$ cat src/rtl/sparserdes_stream.sv
// Sparse bit-array serializer/deserializer: a depth-first walk over a binary occupancy tree
// emits (ENCODE) or consumes (DECODE) child-occupancy flags on valid/ready bit streams.
module sparserdes_stream #(
  parameter int unsigned SIZE = 8,
  localparam int unsigned AW = $clog2(SIZE),
  localparam int unsigned DEPTH = $clog2(SIZE),
  localparam int unsigned CW = $clog2(2 * SIZE)
) (
  input  logic            i_clk,
  input  logic            i_rst_n,
  input  logic            i_cmd_valid,
  output logic            o_cmd_ready,
  input  logic [2:0]      i_cmd_op,
  input  logic [AW-1:0]   i_cmd_addr,
  output logic            o_rd_data,
  output logic            o_tx_valid,
  output logic            o_tx_bit,
  input  logic            i_tx_ready,
  input  logic            i_rx_valid,
  input  logic            i_rx_bit,
  output logic            o_rx_ready,
  output logic            o_done,
  output logic            o_error,
  output logic [CW-1:0]   o_bit_count,
  output logic [SIZE-1:0] o_leaf_vec
);

  localparam int unsigned LW = $clog2(DEPTH + 1);
  localparam logic [LW-1:0] RootLvl = LW'(DEPTH);
  localparam logic [LW-1:0] LeafParentLvl = LW'(1);

  localparam logic [2:0] OpRead   = 3'd1;
  localparam logic [2:0] OpClrAll = 3'd2;
  localparam logic [2:0] OpEncode = 3'd3;
  localparam logic [2:0] OpRotate = 3'd4;
  localparam logic [2:0] OpSet    = 3'd5;
  localparam logic [2:0] OpClr    = 3'd6;
  localparam logic [2:0] OpDecode = 3'd7;

  typedef enum logic [1:0] {StIdle, StEnc, StDec, StFin} state_e;

  state_e          r_state;
  logic [SIZE-1:0] r_leaf;
  logic            r_rd;
  logic            r_tx_valid;
  logic            r_rx_ready;
  logic            r_done;
  logic            r_error;
  logic [CW-1:0]   r_cnt;
  logic [LW-1:0]   r_lvl;
  logic [AW-1:0]   r_idx;
  logic            r_hi;
  logic            r_lo;
  logic [DEPTH:1]  r_pend;

  logic            w_accept;
  logic            w_occ_lo;
  logic            w_occ_hi;
  logic            w_fl;
  logic            w_fh;
  logic            w_xfer;
  logic            w_bad;
  logic            w_finish;
  logic [LW-1:0]   w_nxt_lvl;
  logic [AW-1:0]   w_nxt_idx;
  logic [DEPTH:1]  w_nxt_pend;
  logic [SIZE-1:0] w_rot;
  logic [AW-1:0]   w_lo_leaf;
  logic [AW-1:0]   w_hi_leaf;

  // Nonempty test for node (lvl, idx): OR of the 2^lvl leaves it covers.
  function automatic logic occ(input logic [SIZE-1:0] v, input int lvl, input int idx);
    int span;
    logic [SIZE-1:0] mask;
    span = 1 << lvl;
    mask = {SIZE{1'b1}} >> (SIZE - span);
    return |(v & (mask << (idx * span)));
  endfunction

  assign w_accept    = i_cmd_valid && (r_state == StIdle);
  assign w_occ_lo    = occ(r_leaf, int'(r_lvl) - 1, 2 * int'(r_idx));
  assign w_occ_hi    = occ(r_leaf, int'(r_lvl) - 1, 2 * int'(r_idx) + 1);
  assign w_fl        = (r_state == StEnc) ? w_occ_lo : r_lo;
  assign w_fh        = (r_state == StEnc) ? w_occ_hi : i_rx_bit;
  assign w_xfer      = ((r_state == StEnc) && r_tx_valid && i_tx_ready) ||
                       ((r_state == StDec) && r_rx_ready && i_rx_valid);
  // Only the HI flag can complete a malformed "0,0" pair at a non-root node.
  assign w_bad       = (r_state == StDec) && r_hi && (r_lvl != RootLvl) && !r_lo && !i_rx_bit;
  assign w_lo_leaf   = r_idx << 1;
  assign w_hi_leaf   = (r_idx << 1) | AW'(1);

  always_comb begin
    w_rot = '0;
    for (int j = 0; j < SIZE; j++) begin
      w_rot[j] = r_leaf[AW'(j) - i_cmd_addr];
    end
  end

  always_comb begin
    int bk;
    logic found;
    w_nxt_lvl  = r_lvl;
    w_nxt_idx  = r_idx;
    w_nxt_pend = r_pend;
    w_finish   = 1'b0;
    bk         = 0;
    found      = 1'b0;
    if (w_fl && (r_lvl > LeafParentLvl)) begin
      w_nxt_lvl = r_lvl - LW'(1);
      w_nxt_idx = r_idx << 1;
      if (w_fh) w_nxt_pend[r_lvl - LW'(1)] = 1'b1;
    end else if (w_fh && (r_lvl > LeafParentLvl)) begin
      w_nxt_lvl = r_lvl - LW'(1);
      w_nxt_idx = (r_idx << 1) | AW'(1);
    end else begin
      for (int k = DEPTH; k >= 1; k--) begin
        if (r_pend[k]) begin
          bk    = k;
          found = 1'b1;
        end
      end
      w_finish = !found;
      if (found) begin
        w_nxt_lvl      = LW'(bk);
        w_nxt_idx      = (r_idx >> (bk - int'(r_lvl))) | AW'(1);
        w_nxt_pend[bk] = 1'b0;
      end
    end
  end

  always_ff @(posedge i_clk or negedge i_rst_n) begin
    if (!i_rst_n) begin
      r_state    <= StIdle;
      r_leaf     <= '0;
      r_rd       <= 1'b0;
      r_tx_valid <= 1'b0;
      r_rx_ready <= 1'b0;
      r_done     <= 1'b0;
      r_error    <= 1'b0;
      r_cnt      <= '0;
      r_lvl      <= RootLvl;
      r_idx      <= '0;
      r_hi       <= 1'b0;
      r_lo       <= 1'b0;
      r_pend     <= '0;
    end else begin
      r_done <= 1'b0;
      unique case (r_state)
        StIdle: begin
          if (w_accept) begin
            r_error <= 1'b0;
            r_lvl   <= RootLvl;
            r_idx   <= '0;
            r_hi    <= 1'b0;
            r_pend  <= '0;
            case (i_cmd_op)
              OpRead:   r_rd <= r_leaf[i_cmd_addr];
              OpClrAll: r_leaf <= '0;
              OpSet:    r_leaf[i_cmd_addr] <= 1'b1;
              OpClr:    r_leaf[i_cmd_addr] <= 1'b0;
              OpRotate: r_leaf <= w_rot;
              OpEncode: begin
                r_state    <= StEnc;
                r_tx_valid <= 1'b1;
                r_cnt      <= '0;
              end
              OpDecode: begin
                r_state    <= StDec;
                r_rx_ready <= 1'b1;
                r_cnt      <= '0;
              end
              default: ;
            endcase
          end
        end
        StEnc, StDec: begin
          if (w_xfer) begin
            r_cnt <= r_cnt + CW'(1);
            if (!r_hi) begin
              r_hi <= 1'b1;
              r_lo <= i_rx_bit;
            end else if (w_bad) begin
              r_error    <= 1'b1;
              r_done     <= 1'b1;
              r_rx_ready <= 1'b0;
              r_state    <= StFin;
            end else begin
              if ((r_state == StDec) && (r_lvl == LeafParentLvl)) begin
                r_leaf[w_lo_leaf] <= r_leaf[w_lo_leaf] | r_lo;
                r_leaf[w_hi_leaf] <= r_leaf[w_hi_leaf] | i_rx_bit;
              end
              r_hi <= 1'b0;
              if (w_finish) begin
                r_state    <= StFin;
                r_done     <= 1'b1;
                r_tx_valid <= 1'b0;
                r_rx_ready <= 1'b0;
              end else begin
                r_lvl  <= w_nxt_lvl;
                r_idx  <= w_nxt_idx;
                r_pend <= w_nxt_pend;
              end
            end
          end
        end
        StFin: r_state <= StIdle;
        default: r_state <= StIdle;
      endcase
    end
  end

  assign o_cmd_ready = (r_state == StIdle);
  assign o_rd_data   = r_rd;
  assign o_tx_valid  = r_tx_valid;
  assign o_tx_bit    = r_hi ? w_occ_hi : w_occ_lo;
  assign o_rx_ready  = r_rx_ready;
  assign o_done      = r_done;
  assign o_error     = r_error;
  assign o_bit_count = r_cnt;
  assign o_leaf_vec  = r_leaf;

endmodule

$ cat config.mk
export PLATFORM = sky130hd
export DESIGN_NAME = sparserdes_stream
export DESIGN_NICKNAME = d
export VERILOG_FILES = /design/src/rtl/sparserdes_stream.sv
export SDC_FILE = /design/constraint.sdc
export NUM_CORES = 1
export LEC_CHECK = 0
export ABC_AREA = 1
export ABC_CLOCK_PERIOD_IN_PS = 12700
export CORE_MARGIN = 2
export CORE_UTILIZATION = 35
export DETAILED_ROUTE_END_ITERATION = 6
export DONT_BUFFER_PORTS = 1
export HOLD_SLACK_MARGIN = 0.06
export PLACE_DENSITY = 0.59
export SYNTH_ARGS = -nofsm -noshare
export SYNTH_HDL_FRONTEND = slang
export SYNTH_SLANG_ARGS = --single-unit
$ cat constraint.sdc
create_clock -name i_clk -period 12.7 [get_ports i_clk]
set_clock_uncertainty 0.1 [all_clocks]
set_input_delay 1.905 -clock i_clk [delete_from_list [all_inputs] [get_ports i_clk]]
set_output_delay 1.905 -clock i_clk [all_outputs]
set_load 0.02 [all_outputs]
==> metrics.md, run 1 <==
| Metric | Value |
|---|---|
| Outcome | finished, final reports clean |
| Ys flop type | dfrtp_1 |
| Multiplexer share of the synthesized area | 0% |
| Synth Area in Adders | 30.81% |
| Largest area contributor in the netlist | nand2_1 |
| CTS root buffer | clkbuf_16 |
| Crit path to | o_tx_bit |
| Detailed Route WL | 26,460 µm |
| Final hold violation count | 0 |
| FILL cells | 3,566 |
| Placed insts | 2,442 |
| TritonRoute pass-1 iters | 6 |
| Compound-cell area share of the yosys netlist | 7.657% |
| Crit path launch | r_lvl[1]$_DFFE_PN1P_ |
| Die H | 181.7 µm |
| Input/output buffers | 0 |
| Gpl congestion | 0.9100 |
| Area Growth Syn to Fin | 11.06% |
| Leak Pwr | 7.646 nW |
| Sequential-to-total area share from yosys stat | 6.593% |
| Final ANT Viol Nets | 0 |
| Fin cells | 2,450 |
| R2r setup slk | 6.69 ns |
| Vias in the first global route | 10,590 |
| Pwr Density | 151.2 nW/µm² |
| Final setup viols | 0 |
| Delay of the slowest critical-path stage | 0.59 ns |
| CTS tree | done |
| Post-Synth XOR/XNOR Area | 0.6343% |
| Top post-synthesis cells by area | nand2_1 19%, inv_1 17%, fa_1 15% |
| H-tree depth | 2 |
| R2r endpoint | o_rx_ready$_DFFE_PN0P_ |
| Crit path depth | 30 |
| Final min period | 7.659 ns |
| Startpoint class of the critical path | flip-flop |
| Initial Util | 35.28% |
| Final net count | 2,280 |
| N_diodes | 0 |
| Total die area | 33,000 µm² |
| Clk_lat worst skew | 0.27 ns |
| DR vias | 11,070 |
| Placed cell areas | 12,120 µm² |
| Number of buffers created by CTS | 5 |
| Worst path arrival time | 5.65 ns |
| WHS | 0.4619 ns |
| Synthesized area | 11,050 µm² |
| First-pass GRT wire length | 46,950 µm |
| Worst-path maximum fanout | 7 |
| EDFF count, synth | 0 |
| Post-Synthesis Cells | 1,884 |
| Hold WC Path Type | flip-flop to flip-flop |
| Crit path kind | flip-flop to primary output |
| Yosys synthesis warning count | 0 |
| Total gr overflow | 0 |
| VDD IR max | 0.09914 mV |
| Worst-case clock buffer depth | 2 |
| Fin area | 12,270 µm² |
| Tcrit/Tclk final | 60.30% |
| TritonCTS Sinks | 29 |
| Most numerous cell in the Yosys netlist | nand2_1 |
| Syn Area/Cell | 5.863 µm² |
| FF+latch count, synth | 29 |
| Slew headroom | 39.87% |
| R2R cell count | 35 |
| Post-synth top area share | 18.89% |
| Fin. max-slew vios | 0 |
| DRC | 0 |
| Routed len/inst | 10.80 µm |
| CORE AREA | 31,310 µm² |
| Least-Margin Pin Slew | 0.9020 ns |
| RSZ-0062 raised after global routing | no |
| CP top delay family | adder cells |
| Largest family of logic cells by synthesized area | simple AND/OR/NAND/NOR gates |
| Worst flop-to-flop path startpoint | r_lvl[1]$_DFFE_PN1P_ |
| CP most frequent cell | nand3_1 |
| Fraction of layout cells with a size suffix above 1 | 2.686% |
| Row Count | 65 |
| Largest net degree at the start of global routing | 30 |
| Simple-Gate Fraction of Synth Area | 35.89% |
| Initial antenna violation count | 0 |
| Initial DRC count | 584 |
| Commonest cells post-synth | 556 x nand2_1, 512 x inv_1, 144 x nor2_1, 136 x ha_1, 128 x nand3_1 |
| Max_cap viols | 0 |
| Synth unique cells | 44 |
| Clock transition at path regs | 0.05 ns |
| Die width | 181.7 µm |
| Post-synth ARST share | 100.0% |
| Vias per cell | 4.518 |
| WP data required | 10.69 ns |
| Io pins | 31 |
| Hold_buf cts | 0 |
| DP HPWL | 23,110 µm |
| Post-CTS setup buffers | 0 |
| Setup tns final | 0 ns |
| Max Fclk | 130.6 MHz |
| Cts repair resizes | 0 |
| Total Routing Usage GR | 16.61% |
| WP buf/inv | 5 |
| CP max stage cell | dfstp_2 |
| Worst setup EP type | primary output |
-- power breakdown --
part / switching, mW / internal (mW) / total [mW]
Clock: 0.0443 / 0.0718 / 0.116
Sequential: 0.0991 / 0.133 / 0.232
Combinational: 0.991 / 0.515 / 1.51
Total: 1.13 / 0.720 / 1.85
-- worst min-delay path by stage --
stage | start | to | slack, ns | cells past startpoint
after global placement | r_pend[3]$_DFFE_PN0P_ | r_pend[3]$_DFFE_PN0P_ | 0.43 | 2
after CTS | r_state[0]$_DFFE_PN0P_ | r_state[0]$_DFFE_PN0P_ | 0.46 | 2
final | r_pend[3]$_DFFE_PN0P_ | r_pend[3]$_DFFE_PN0P_ | 0.46 | 2
after floorplan | r_lo$_DFFE_PN0P_ | r_lo$_DFFE_PN0P_ | 0.39 | 2
after detailed placement | r_state[0]$_DFFE_PN0P_ | r_state[0]$_DFFE_PN0P_ | 0.44 | 2
after global routing | r_pend[3]$_DFFE_PN0P_ | r_pend[3]$_DFFE_PN0P_ | 0.50 | 2
-- layout make-up --
cell class / instances / area, µm² / area share, %
Clock buffer: 5 / 125.1 / 1.020
Clock inverter: 3 / 17.52 / 0.1428
Inverter: 524 / 1972 / 16.08
Multi-Input combinational cell: 1487 / 8921 / 72.73
Sequential cell: 29 / 728.2 / 5.936
Tap cell: 402 / 503.0 / 4.100
-- worst min-delay path: stages, from the launching register on --
cell,delay (ns)
dfrtp_1,0.41
nand2_1,0.07
nand2_1,0.05
-- logic make-up (layout without fill, tap and decap cells) --
kind of cell             Yosys count  after routing
flip-flops                        29             29
XOR/XNOR                           8              8
AO/OA/AOI/OAI                    156            156
other                              2            170
adder cells (fa/ha/maj)          221            221
buffers and inverters            536            532
AND/OR/NAND/NOR                  932            932
-- through the flow --
step                power, mW  worst slack, ns  util (%)
finish                  1.855            5.041     39.18
CTS                     1.655            5.021     39.18
global placement        1.529            5.369     38.72
floorplan               1.390            5.927         -
global route            2.121            4.469     39.18
detailed placement      1.536            5.327     38.72
-- cell usage in the layout, fill, tap and decap left out, types with 13 or more instances in the layout --
cell type / instances
nand2_1: 556
inv_1: 512
conb_1: 170
nor2_1: 144
ha_1: 136
nand3_1: 128
fa_1: 85
o21ai_0: 65
a21oi_1: 61
nand4_1: 34
dfrtp_1: 27
nand2_2: 16
nand3b_1: 13
-- state kept, by name, summed over array words and instances (netlist names) --
name / count
o_leaf_vec: 8
r_hi: 1
r_lo: 1
r_lvl: 2
o_bit_count: 4
r_state: 2
r_idx: 3
o_rx_ready: 1
o_error: 1
r_pend: 3
o_tx_valid: 1
o_done: 1
o_rd_data: 1
-- layer usage --
layer  up-vias  track usage [%]  part of all wire [%]
met5         -                0                     0
met4         0            2.504                   1.5
met3        25            1.324                   3.7
met2       204            29.89                    48
met1      4992            22.11                    47
li1       5849                -                     -
No activity file was read; power rests on OpenSTA's default activity.
==> run 2, diff against run 1 <==
Settings changed: ABC_CLOCK_PERIOD_IN_PS 12700 to 7900.
Clock period 12.7 ns to 7.9 ns, I/O delays scaled along.
==> run 2 against run 1 <==
Cell area is 0.27% higher. Sequential share of layout area is essentially flat. Die area stayed put. Flip-flop and latch count did not move. Worst setup slack worse by 4.1 ns. Largest power group unchanged. Critical path depth is the same. Cell count did not move. Routed wire length down 0.47%. Count of clock-buffer cells in the layout up 1. Via count is 0.48% lower. Global-route usage is 0.21 points higher. Highest routed layer unchanged. Utilization is 0.11 points higher.
==> metrics.md, run 2 (same netlist as run 1, synthesis figures left out) <==
| Metric | Value |
|---|---|
| Outcome | finished, final reports clean |
| Detailed Route WL | 26,340 µm |
| Worst setup EP type | primary output |
| Setup tns final | 0 ns |
| H-tree depth | 2 |
| TritonRoute pass-1 iters | 6 |
| WHS | 0.4473 ns |
| Commonest non-fill, non-tap cell in the layout | nand2_1 |
| DR vias | 11,020 |
| Fin. max-slew vios | 0 |
| Placed cell areas | 12,120 µm² |
| Startpoint class of the critical path | flip-flop |
| Initial DRC count | 497 |
| Leak Pwr | 7.659 nW |
| Total gr overflow | 0 |
| Delay of the slowest critical-path stage | 0.58 ns |
| Cts repair resizes | 0 |
| Final hold violation count | 0 |
| CTS tree | done |
| Fraction of layout cells with a size suffix above 1 | 2.686% |
| Pwr Density | 245.7 nW/µm² |
| Crit path kind | flip-flop to primary output |
| Clk_lat worst skew | 0.28 ns |
| Commonest cells after routing, fill and taps aside | 556 x nand2_1, 512 x inv_1, 170 x conb_1 |
| Post-CTS setup buffers | 0 |
| Number of buffers created by CTS | 5 |
| Max_cap viols | 0 |
| Placed insts | 2,442 |
| Vias per cell | 4.497 |
| CTS root buffer | clkbuf_16 |
| Worst path arrival time | 5.65 ns |
| Fin cells | 2,450 |
| Row Count | 65 |
| Total Routing Usage GR | 16.82% |
| TritonCTS Sinks | 29 |
| Initial Util | 35.28% |
| Worst-path maximum fanout | 7 |
| Vias in the first global route | 10,760 |
| Clock transition at path regs | 0.05 ns |
| Io pins | 31 |
| Least-Margin Pin Slew | 0.9447 ns |
| Input/output buffers | 0 |
| CP max stage cell | dfstp_2 |
| Area Growth Syn to Fin | 11.36% |
| Hold_buf cts | 0 |
| R2r setup slk | 1.88 ns |
| CORE AREA | 31,310 µm² |
| Tcrit/Tclk final | 87.80% |
| Die H | 181.7 µm |
| First-pass GRT wire length | 47,520 µm |
| Final ANT Viol Nets | 0 |
| Gpl congestion | 0.9170 |
| WP data required | 6.61 ns |
| Total die area | 33,000 µm² |
| DP HPWL | 23,090 µm |
| Initial antenna violation count | 0 |
| Worst-case clock buffer depth | 2 |
| Die width | 181.7 µm |
| VDD IR max | 0.1838 mV |
| RSZ-0062 raised after global routing | no |
| FILL cells | 3,522 |
| Final net count | 2,280 |
| Final setup viols | 0 |
| CP most frequent cell | nand3_1 |
| Max reg flops | 8 |
| Final min period | 6.937 ns |
| Hold WC Path Type | flip-flop to flip-flop |
| DRC | 0 |
| Slew headroom | 37.02% |
| Fin area | 12,300 µm² |
| Routed len/inst | 10.75 µm |
| Largest net degree at the start of global routing | 30 |
| N_diodes | 0 |
| PnR Total Power | 3.023 mW |
| Max Fclk | 144.2 MHz |
run 2: changes by cell type in the layout (fill, tap and decap cells not counted):
cell and delta:
bufinv_16 +1, clkbuf_8 +1, clkinv_2 -2
run 2: routing by layer:
layer / wire length (µm) / track usage (%)
met1: 12450 / 22.13
met2: 12610 / 30.45
met3: 865 / 1.304
met4: 413 / 2.894
met5: 0 / 0
run 2: where the power goes:
part	switching [mW]	leakage, nW	total, mW	internal [mW]
registers	0.158	0.365	0.372	0.214
clock network	0.0706	0.0831	0.228	0.157
logic	1.59	7.21	2.42	0.830
total	1.82	7.66	3.02	1.20
run 2: final timing paths:
check                                       from                         to  cells after the start
setup / recovery            r_lvl[0]$_DFFE_PN1P_                   o_tx_bit                     30
hold / removal             r_pend[3]$_DFFE_PN0P_      r_pend[3]$_DFFE_PN0P_                      2
setup reg to reg            r_lvl[0]$_DFFE_PN1P_      r_pend[2]$_DFFE_PN0P_                     37
hold reg to reg            r_pend[3]$_DFFE_PN0P_      r_pend[3]$_DFFE_PN0P_                      2
max in group asynchronous                i_rst_n       r_lvl[1]$_DFFE_PN1P_                      0
min in group asynchronous                i_rst_n  o_leaf_vec[7]$_DFFE_PN0P_                      0
run 2: worst max-delay path: cells and delay by family, from the launching register on:
family	cells	cell delay (ns)
AO/OA/AOI/OAI	4	0.64
AND/OR/NAND/NOR	16	1.67
buffers and inverters	5	0.39
adder cells (fa/ha/maj)	5	2.08
flip-flops	1	0.58
run 2: metrics by stage:
stage	utilization (%)	worst slack (ns)
after floorplan	-	1.847
after global placement	38.72	1.303
after detailed placement	38.72	1.237
after CTS	39.28	0.9356
after global routing	39.28	0.4420
final	39.28	0.9634
run 2: layout make-up:
cell class / count / area (µm²) / area share [%]
Tap cell: 402 / 503.0 / 4.089
Clock buffer: 6 / 138.9 / 1.129
Inverter: 524 / 1972 / 16.03
Clock inverter: 2 / 37.54 / 0.3052
Sequential cell: 29 / 728.2 / 5.920
Multi-Input combinational cell: 1487 / 8921 / 72.53
